===== src/rtl/usb_tx_packetizer.sv =====
// USB data-packet transmitter.
// Pulls payload bytes from an upstream byte queue and frames them as a USB
// DATA0/DATA1 packet (PID, payload, CRC-16 low byte, CRC-16 high byte) towards
// a byte serializer using a valid/ready handshake. A data toggle, flipped by
// the host ACK, selects the PID. All outputs come straight from registers.
module usb_tx_packetizer #(
   parameter int MAX_PKT = 64
) (
   input  logic                           clk,
   input  logic                           rst,
   input  logic                           start,
   input  logic                           ack,
   input  logic                           fifo_empty,
   output logic                           fifo_rd,
   input  logic [7:0]                     fifo_data,
   output logic [7:0]                     tx_data,
   output logic                           tx_valid,
   input  logic                           tx_ready,
   output logic                           tx_last,
   output logic                           busy,
   output logic [$clog2(MAX_PKT+1)-1:0]   byte_count
);

   localparam int              CW        = $clog2(MAX_PKT + 1);
   localparam logic [CW-1:0]   MAX_CNT   = CW'(MAX_PKT);
   localparam logic [7:0]      PID_DATA0 = 8'hC3;
   localparam logic [7:0]      PID_DATA1 = 8'h4B;
   localparam logic [15:0]     CRC_INIT  = 16'hFFFF;
   localparam logic [15:0]     CRC_POLY  = 16'hA001;

   typedef enum logic [2:0] {
      S_IDLE  = 3'd0,
      S_PID   = 3'd1,
      S_FETCH = 3'd2,
      S_LOAD  = 3'd3,
      S_DATA  = 3'd4,
      S_CRC_L = 3'd5,
      S_CRC_H = 3'd6
   } state_t;

   // CRC-16/USB byte update: reflected polynomial, data consumed LSB first.
   function automatic logic [15:0] crc16_update(input logic [15:0] crc_in,
                                                input logic [7:0]  data_in);
      logic [15:0] c;
      c = crc_in ^ {8'h00, data_in};
      for (int i = 0; i < 8; i++) begin
         if (c[0]) begin
            c = (c >> 1) ^ CRC_POLY;
         end else begin
            c = c >> 1;
         end
      end
      return c;
   endfunction

   state_t          state_r,    state_s;
   logic            toggle_r,   toggle_s;
   logic [CW-1:0]   count_r,    count_s;
   logic [15:0]     crc_r,      crc_s;
   logic [7:0]      hold_r,     hold_s;
   logic [7:0]      tx_data_r,  tx_data_s;
   logic            tx_valid_r, tx_valid_s;
   logic            tx_last_r,  tx_last_s;
   logic            fifo_rd_r,  fifo_rd_s;
   logic            busy_r,     busy_s;
   logic            xfer_s;

   // Next-state, datapath and next-output decode; outputs are derived from
   // the next state so they can be registered without adding latency.
   always_comb begin
      state_s    = state_r;
      toggle_s   = toggle_r;
      count_s    = count_r;
      crc_s      = crc_r;
      hold_s     = hold_r;
      xfer_s     = tx_valid_r & tx_ready;

      case (state_r)
         S_IDLE: begin
            // ack is applied before the PID is chosen, so start+ack together
            // sends the packet with the already-flipped toggle.
            toggle_s = toggle_r ^ ack;
            if (start) begin
               state_s = S_PID;
               count_s = '0;
               crc_s   = CRC_INIT;
            end else begin
               state_s = S_IDLE;
            end
         end
         S_PID: begin
            if (xfer_s) begin
               if ((count_r < MAX_CNT) && !fifo_empty) begin
                  state_s = S_FETCH;
               end else begin
                  state_s = S_CRC_L;
               end
            end else begin
               state_s = S_PID;
            end
         end
         S_FETCH: begin
            state_s = S_LOAD;
         end
         S_LOAD: begin
            hold_s  = fifo_data;
            crc_s   = crc16_update(crc_r, fifo_data);
            state_s = S_DATA;
         end
         S_DATA: begin
            if (xfer_s) begin
               // Decide on the post-increment count so the payload stops
               // exactly at MAX_PKT; the leftover bytes stay queued.
               count_s = count_r + CW'(1);
               if ((count_s < MAX_CNT) && !fifo_empty) begin
                  state_s = S_FETCH;
               end else begin
                  state_s = S_CRC_L;
               end
            end else begin
               state_s = S_DATA;
            end
         end
         S_CRC_L: begin
            if (xfer_s) begin
               state_s = S_CRC_H;
            end else begin
               state_s = S_CRC_L;
            end
         end
         S_CRC_H: begin
            if (xfer_s) begin
               state_s = S_IDLE;
            end else begin
               state_s = S_CRC_H;
            end
         end
         default: begin
            state_s = S_IDLE;
         end
      endcase

      tx_data_s  = tx_data_r;
      tx_valid_s = 1'b0;
      tx_last_s  = 1'b0;
      fifo_rd_s  = 1'b0;
      busy_s     = 1'b1;

      case (state_s)
         S_IDLE: begin
            busy_s = 1'b0;
         end
         S_PID: begin
            tx_valid_s = 1'b1;
            if (toggle_s) begin
               tx_data_s = PID_DATA1;
            end else begin
               tx_data_s = PID_DATA0;
            end
         end
         S_FETCH: begin
            fifo_rd_s = 1'b1;
         end
         S_LOAD: begin
            tx_data_s = tx_data_r;
         end
         S_DATA: begin
            tx_valid_s = 1'b1;
            tx_data_s  = hold_s;
         end
         S_CRC_L: begin
            tx_valid_s = 1'b1;
            tx_data_s  = ~crc_s[7:0];
         end
         S_CRC_H: begin
            tx_valid_s = 1'b1;
            tx_last_s  = 1'b1;
            tx_data_s  = ~crc_s[15:8];
         end
         default: begin
            busy_s = 1'b0;
         end
      endcase
   end

   // State, datapath and output registers; reset wins over every input.
   always_ff @(posedge clk) begin
      if (rst) begin
         state_r    <= S_IDLE;
         toggle_r   <= 1'b0;
         count_r    <= '0;
         crc_r      <= 16'h0000;
         hold_r     <= 8'h00;
         tx_data_r  <= 8'h00;
         tx_valid_r <= 1'b0;
         tx_last_r  <= 1'b0;
         fifo_rd_r  <= 1'b0;
         busy_r     <= 1'b0;
      end else begin
         state_r    <= state_s;
         toggle_r   <= toggle_s;
         count_r    <= count_s;
         crc_r      <= crc_s;
         hold_r     <= hold_s;
         tx_data_r  <= tx_data_s;
         tx_valid_r <= tx_valid_s;
         tx_last_r  <= tx_last_s;
         fifo_rd_r  <= fifo_rd_s;
         busy_r     <= busy_s;
      end
   end

   assign tx_data    = tx_data_r;
   assign tx_valid   = tx_valid_r;
   assign tx_last    = tx_last_r;
   assign fifo_rd    = fifo_rd_r;
   assign busy       = busy_r;
   assign byte_count = count_r;

endmodule

===== config.mk =====
export PLATFORM = sky130hd
export DESIGN_NAME = usb_tx_packetizer
export DESIGN_NICKNAME = d
export VERILOG_FILES = /design/src/rtl/usb_tx_packetizer.sv
export SDC_FILE = /design/constraint.sdc
export NUM_CORES = 1
export LEC_CHECK = 0
export ABC_AREA = 1
export CELL_PAD_IN_SITES_DETAIL_PLACEMENT = 1
export CELL_PAD_IN_SITES_GLOBAL_PLACEMENT = 1
export CORE_ASPECT_RATIO = 0.7
export CORE_MARGIN = 5
export CORE_UTILIZATION = 43
export DETAILED_ROUTE_END_ITERATION = 8
export GPL_ROUTABILITY_DRIVEN = 0
export PLACE_DENSITY_LB_ADDON = 0.15
export SLEW_MARGIN = 20
export SYNTH_ARGS = -nofsm -noshare
export SYNTH_HDL_FRONTEND = slang
export SYNTH_SLANG_ARGS = --single-unit

===== constraint.sdc =====
create_clock -name clk -period 5.9 [get_ports clk]
set_input_delay 1.18 -clock clk [delete_from_list [all_inputs] [get_ports clk]]
set_output_delay 1.18 -clock clk [all_outputs]
set_load 0.005 [all_outputs]

======== After elaboration in Yosys (flattened, before gate mapping) ========
Cells that the tools add are included.
cells by class
  add/subtract/negate cells ............... 1
  $mul .................................... 0
  div/mod/pow operators ................... 0
  $lt $le $gt $ge ......................... 2
  equal/unequal tests ..................... 14
  shift operators ......................... 0
  multiplexer cells ....................... 36
  bitwise logic cells ..................... 13
  reduce and logical (&&, ||, !) cells .... 9
operator list
  cell                                                number
  two-way mux 16 bit                                  16
  case mux 16 bit (2 select lines)                    1
  case mux 8 bit (4 select lines)                     1
  inverter 2 -> 3 bit                                 8
  case mux 3 bit (7 select lines)                     1
  == test 3 bit (second input constant)               6
  two-way mux 8 bit                                   2
  inverter 8 bit                                      2
  bitwise XOR 16 x 8 -> 16 bit                        1
  two-way mux 3 bit                                   5
  less-than comparator 7 bit (second input constant)  2
  two-way mux 7 bit                                   2
  case mux 7 bit (2 select lines)                     1
  == test 3 x 2 -> 1 bit (second input constant)      4
  adder 7 x 1 -> 7 bit (second input constant)        1
  == test 3 x 1 -> 1 bit (second input constant)      2
  two-way mux 1 bit                                   6
  OR reduction 6 bit                                  1
  inequality test 2 bit (second input constant)       2
  nonzero test 4 bit                                  1
  OR reduction 4 bit                                  1
  logical NOT 3 bit                                   1
  AND reduction 3 bit                                 1
  logical AND 1 bit                                   2
  5 further kinds                                     5
word-level totals
  register bits after elaboration ......... 47
  bits in latches ......................... 0
  bits in writable memories ............... 0
  bits in read-only memories .............. 0
  input port bits ......................... 14
  output and inout bits ................... 19
  logic and storage cells ................. 85
  memories ................................ 0

======== Logic depth before layout (Yosys ltp) ========
  depth in word-level cells ............... 27
  mapped depth ............................ 18
  mapped depth without buffers ............ 18

======== Worst setup path after synthesis ========
Ideal clock, no wire load.
  path kind ............................... input -> register
  from .................................... input tx_ready
  to ...................................... register tx_data_r[3], in the netlist tx_data[3]
  library setup time ...................... 0.067 ns
  data arrival time ....................... 2.830 ns
  data required time ...................... 5.833 ns
  setup slack ............................. 3.003 ns
  cell stages on the path ................. 11
  buffers on the path ..................... 0
  cell sequence ........................... nand2_1 -> inv_2 -> nor4_1 -> nand3b_1 -> nor2_4 -> ha_1 -> o31ai_2 -> nor2_1 -> o211ai_1 -> nand2_1 -> a21oi_2
between the ends
  cells in the longest elaborated chain, start to end .. 5
  elaborated cells on any way between the ends .. 12
  classes of those cells .................. eq/ne (4); mux (6); bitwise (1); reduce/logical (1)
ends and longest elaborated chain
  element                                                                       line  source
  start, declared                                                               18    input logic tx_ready,
  bitwise AND 1 bit *                                                           76    xfer_s = tx_valid_r & tx_ready;
  two-way mux 2 bit, or another cell as far along                               125   if (xfer_s) begin
  case mux 3 bit (7 select lines) *                                             78    case (state_r)
  == test 3 bit / == test 3 x 1 -> 1 bit (equally long branches)                149   case (state_s)
  case mux 8 bit (4 select lines) / nonzero test 4 bit (equally long branches)  -
  end signal, assigned                                                          205   tx_data_r <= tx_data_s;
  end, declared                                                                 61    logic [7:0] tx_data_r, tx_data_s;
Mark *: on every way between the ends. The rest lies on a longest branch, timed or not.
A chain may end at the register's enable or synchronous reset.

======== Final worst setup path ========
  from .................................... input start
  to ...................................... register tx_data_r[3], in the netlist tx_data[3]
between the ends
  cells in the longest elaborated chain, start to end .. 4
  elaborated cells on any way between the ends .. 12
  classes of those cells .................. eq/ne (4); mux (5); bitwise (2); reduce/logical (1)
ends and longest elaborated chain
  element                                                                       line  source
  start, declared                                                               11    input logic start,
  two-way mux 1 bit *                                                           83    if (start) begin
  case mux 3 bit (7 select lines) *                                             78
  net state_s[0]                                                                56    state_t state_r, state_s;
  == test 3 bit / == test 3 x 1 -> 1 bit (equally long branches)                149
  case mux 8 bit (4 select lines) / nonzero test 4 bit (equally long branches)  -
Mark *: on every way through the listed nets, which the timed path passes. The rest lies on a longest branch.

==> results.json <==
{
  "period_needed_ns": 3.46,
  "synth_top_cell_by_area": "dfxtp_1",
  "num_rows": 23,
  "grt_pass1_vias": 2285,
  "slowest_stage": "o31ai_2",
  "yosysSeqAreaShare_pct": 36.7,
  "rr_worst_depth": 12,
  "synth_cell_types": 43,
  "synth_top_area_share_pct": 36.7,
  "coreArea_mm2": 0.00576,
  "slowest_delay_ns": 0.49,
  "syn-num-nets": 368,
  "path_class": "input port to register",
  "track_usage_pct": 19.5,
  "synthCells": 349,
  "fillers": 741,
  "p_leak_nw": 1.28,
  "rsz0062_at_grt": "false",
  "power_per_cell_area_mw_per_mm2": 251,
  "start_util_pct": 44.5,
  "hold_class": "register to register",
  "synth-main-ff-cell": "dfxtp_1",
  "dieWidth_um": 102,
  "outcome": "finished clean",
  "wl_um": 7070,
  "clock_skew_ns": 0.00410,
  "cts_tree": "yes",
  "final_nets": 401,
  "antenna_found_initial": 0,
  "drtPass1Iterations": 4,
  "cp-end-kind": "register",
  "min_path_cells": 2,
  "synth_enable_flop_cells": 0,
  "top_usage_layer": "met1",
  "stdcell_count": 457,
  "max-slew-margin-rel_pct": 55.2,
  "yosysWarnings": 0,
  "drt-vias-per-instance": 5.11,
  "die_area_mm2": 0.00763,
  "drt-wirelength-per-cell_um": 15.5,
  "post-route-period-util_pct": 58.7,
  "dpl.hpwl_um": 5340,
  "grt_max_degree": 39,
  "numCtsBuffers": 5,
  "grt.met3_usage_pct": 3.94,
  "antenna_left": 0,
  "finalSetupViolCount": 0,
  "route.detailed.drc": 0,
  "port_buffers": 32,
  "path_cells": "clkdlybuf4s50_1 > nand2_1 > nand2_1 > a21oi_2 > o21ai_4 > inv_2 > ha_1 > o31ai_2 > nor2_1 > o211ai_1 > nand2_1 > a21oi_2",
  "placed_area_mm2": 0.00296,
  "clockRootBuffer": "clkbuf_8",
  "drtIter0Drc": 101,
  "worst-path-max-fanout": 15,
  "cts.sinks": 47,
  "cts_resized": 0,
  "synthArstFlopShare_pct": 0,
  "tightestPinTransition_ns": 0.670,
  "rr_endpoint": "tx_data[3]",
  "grt-ovfl-total": 0,
  "drv_slew": 0,
  "vias": 2335,
  "die_h_um": 74.6,
  "syn-cell-area_mm2": 0.00256,
  "cp_common_cell": "nand2_1",
  "clk_pin_slew_ns": 0.08,
  "clock_path_buffers": 2,
  "gr-usage-met1_pct": 29.1,
  "design_area_mm2": 0.00305,
  "yosysMostFrequentCell": "nand2_1",
  "yosys-top-cells-area": "dfxtp_1 (37%), nand2_1 (8.9%), nor2_1 (6.6%)",
  "grt_pass1_wl_um": 11400,
  "io_pins": 33,
  "holdWs_ns": 0.472,
  "synth-seq-cells": 47,
  "min_from": "tx_data[4]",
  "gr-usage-met2_pct": 28.9,
  "cts_hold_buf": 0,
  "yosys-top-cells-count": "nand2_1 (61), dfxtp_1 (47), nor2_1 (45)",
  "max-vdd-ir-drop_v": 0.000136,
  "critical_path_required_ns": 6.14,
  "drive_gt1_share_pct": 12.0,
  "max_freq_mhz": 289,
  "cts_max_level": 2,
  "cap_viol_max_count": 0,
  "clk_latency_ns": 0.30,
  "r2r_setup_slack_ns": 3.07,
  "cp.arrival_ns": 3.70,
  "start_kind": "input port",
  "syn_avg_cell_area_um2": 7.34,
  "hold_violations": 0,
  "min_to": "tx_data[4]",
  "finalSetupTns_ns": 0,
  "num_antenna_cells": 0,
  "r2r-start": "state_r[0]",
  "area_growth_pct": 18.9,
  "cts_setup_buffers": 0,
  "place_inst": 450
}
## layout make-up
type,count,area [um^2],share of cell area (%)
sequential,47,941,30.9
tap,75,93.8,3.08
inverter,51,195,6.41
clock inverter,1,5.00,0.164
multi-input combinational,243,1390,45.7
timing repair buffer,34,335,11.0
clock buffer,6,82.6,2.71
## report_power, final
group	switching (mW)	internal (mW)	total, mW
Clock	0.107	0.0921	0.199
Sequential	0.0170	0.342	0.359
Combinational	0.127	0.0788	0.206
## placed cells by master (no fill, tap or decap), types with 3 or more instances in the layout
master / count
xnor2_1: 3
o211ai_1: 5
clkdlybuf4s50_1: 32
clkbuf_8: 6
nand3_1: 19
inv_2: 9
nor3_1: 4
o21ai_0: 22
dfxtp_1: 47
a21oi_2: 3
a21oi_1: 20
nand2_4: 6
nand2_2: 3
xor2_1: 6
inv_1: 40
nand2_1: 61
o22ai_1: 4
nor2_1: 45
nor2_4: 3
mux2i_1: 6
ha_1: 5
## routing by layer
layer  up-vias  wire length (um)
met5         -                 0
met4         0                59
met3         9               258
met2        37              2950
met1      1094              3810
li1       1195                 -
## flip-flops by register name, summed over array words and instances (netlist names)
signal      count
tx_data         8
byte_count      7
fifo_rd         1
tx_valid        1
crc_r          16
toggle_r        1
busy            1
tx_last         1
hold_r          8
state_r         3
## worst max-delay path by stage
stage | depth (start not counted) | end | slack, ns | startpoint
after floorplan | 11 | tx_data[3] | 3.00 | tx_ready
after global placement | 12 | tx_data[3] | 2.31 | start
after detailed placement | 12 | tx_data[3] | 2.18 | start
after CTS | 12 | tx_data[3] | 2.46 | start
after global routing | 12 | tx_data[3] | 2.29 | start
final | 12 | tx_data[3] | 2.44 | start
## logic make-up (layout without fill, tap and decap cells)
logic type               after synthesis  count (layout)  share of synthesized area (%)
AO/OA/AOI/OAI                         66              66                           15.8
XOR/XNOR                              10              10                           3.71
adder cells (fa/ha/maj)                5               5                           2.44
buffers and inverters                 59              92                           8.89
flip-flops                            47              47                           36.7
multiplexers                           6               6                           2.34
AND/OR/NAND/NOR                      156             156                           30.1
## worst max-delay path: cells and delay by family
kind	cells	cell delay (ns)
and+or+nand+nor	4	0.81
buffers and inverters	2	0.55
AOI/OAI and AO/OA	5	0.88
adders and majority gates	1	0.27
## metrics by stage
stage                     worst slack [ns]  power (mW)  util (%)
after floorplan                       3.00       0.499         -
after global placement                2.31       0.562      51.4
after detailed placement              2.18       0.571      51.4
after CTS                             2.46       0.772      52.9
after global routing                  2.29       0.807      52.9
final                                 2.44       0.763      52.9
Power figures use the tool's default switching activity.
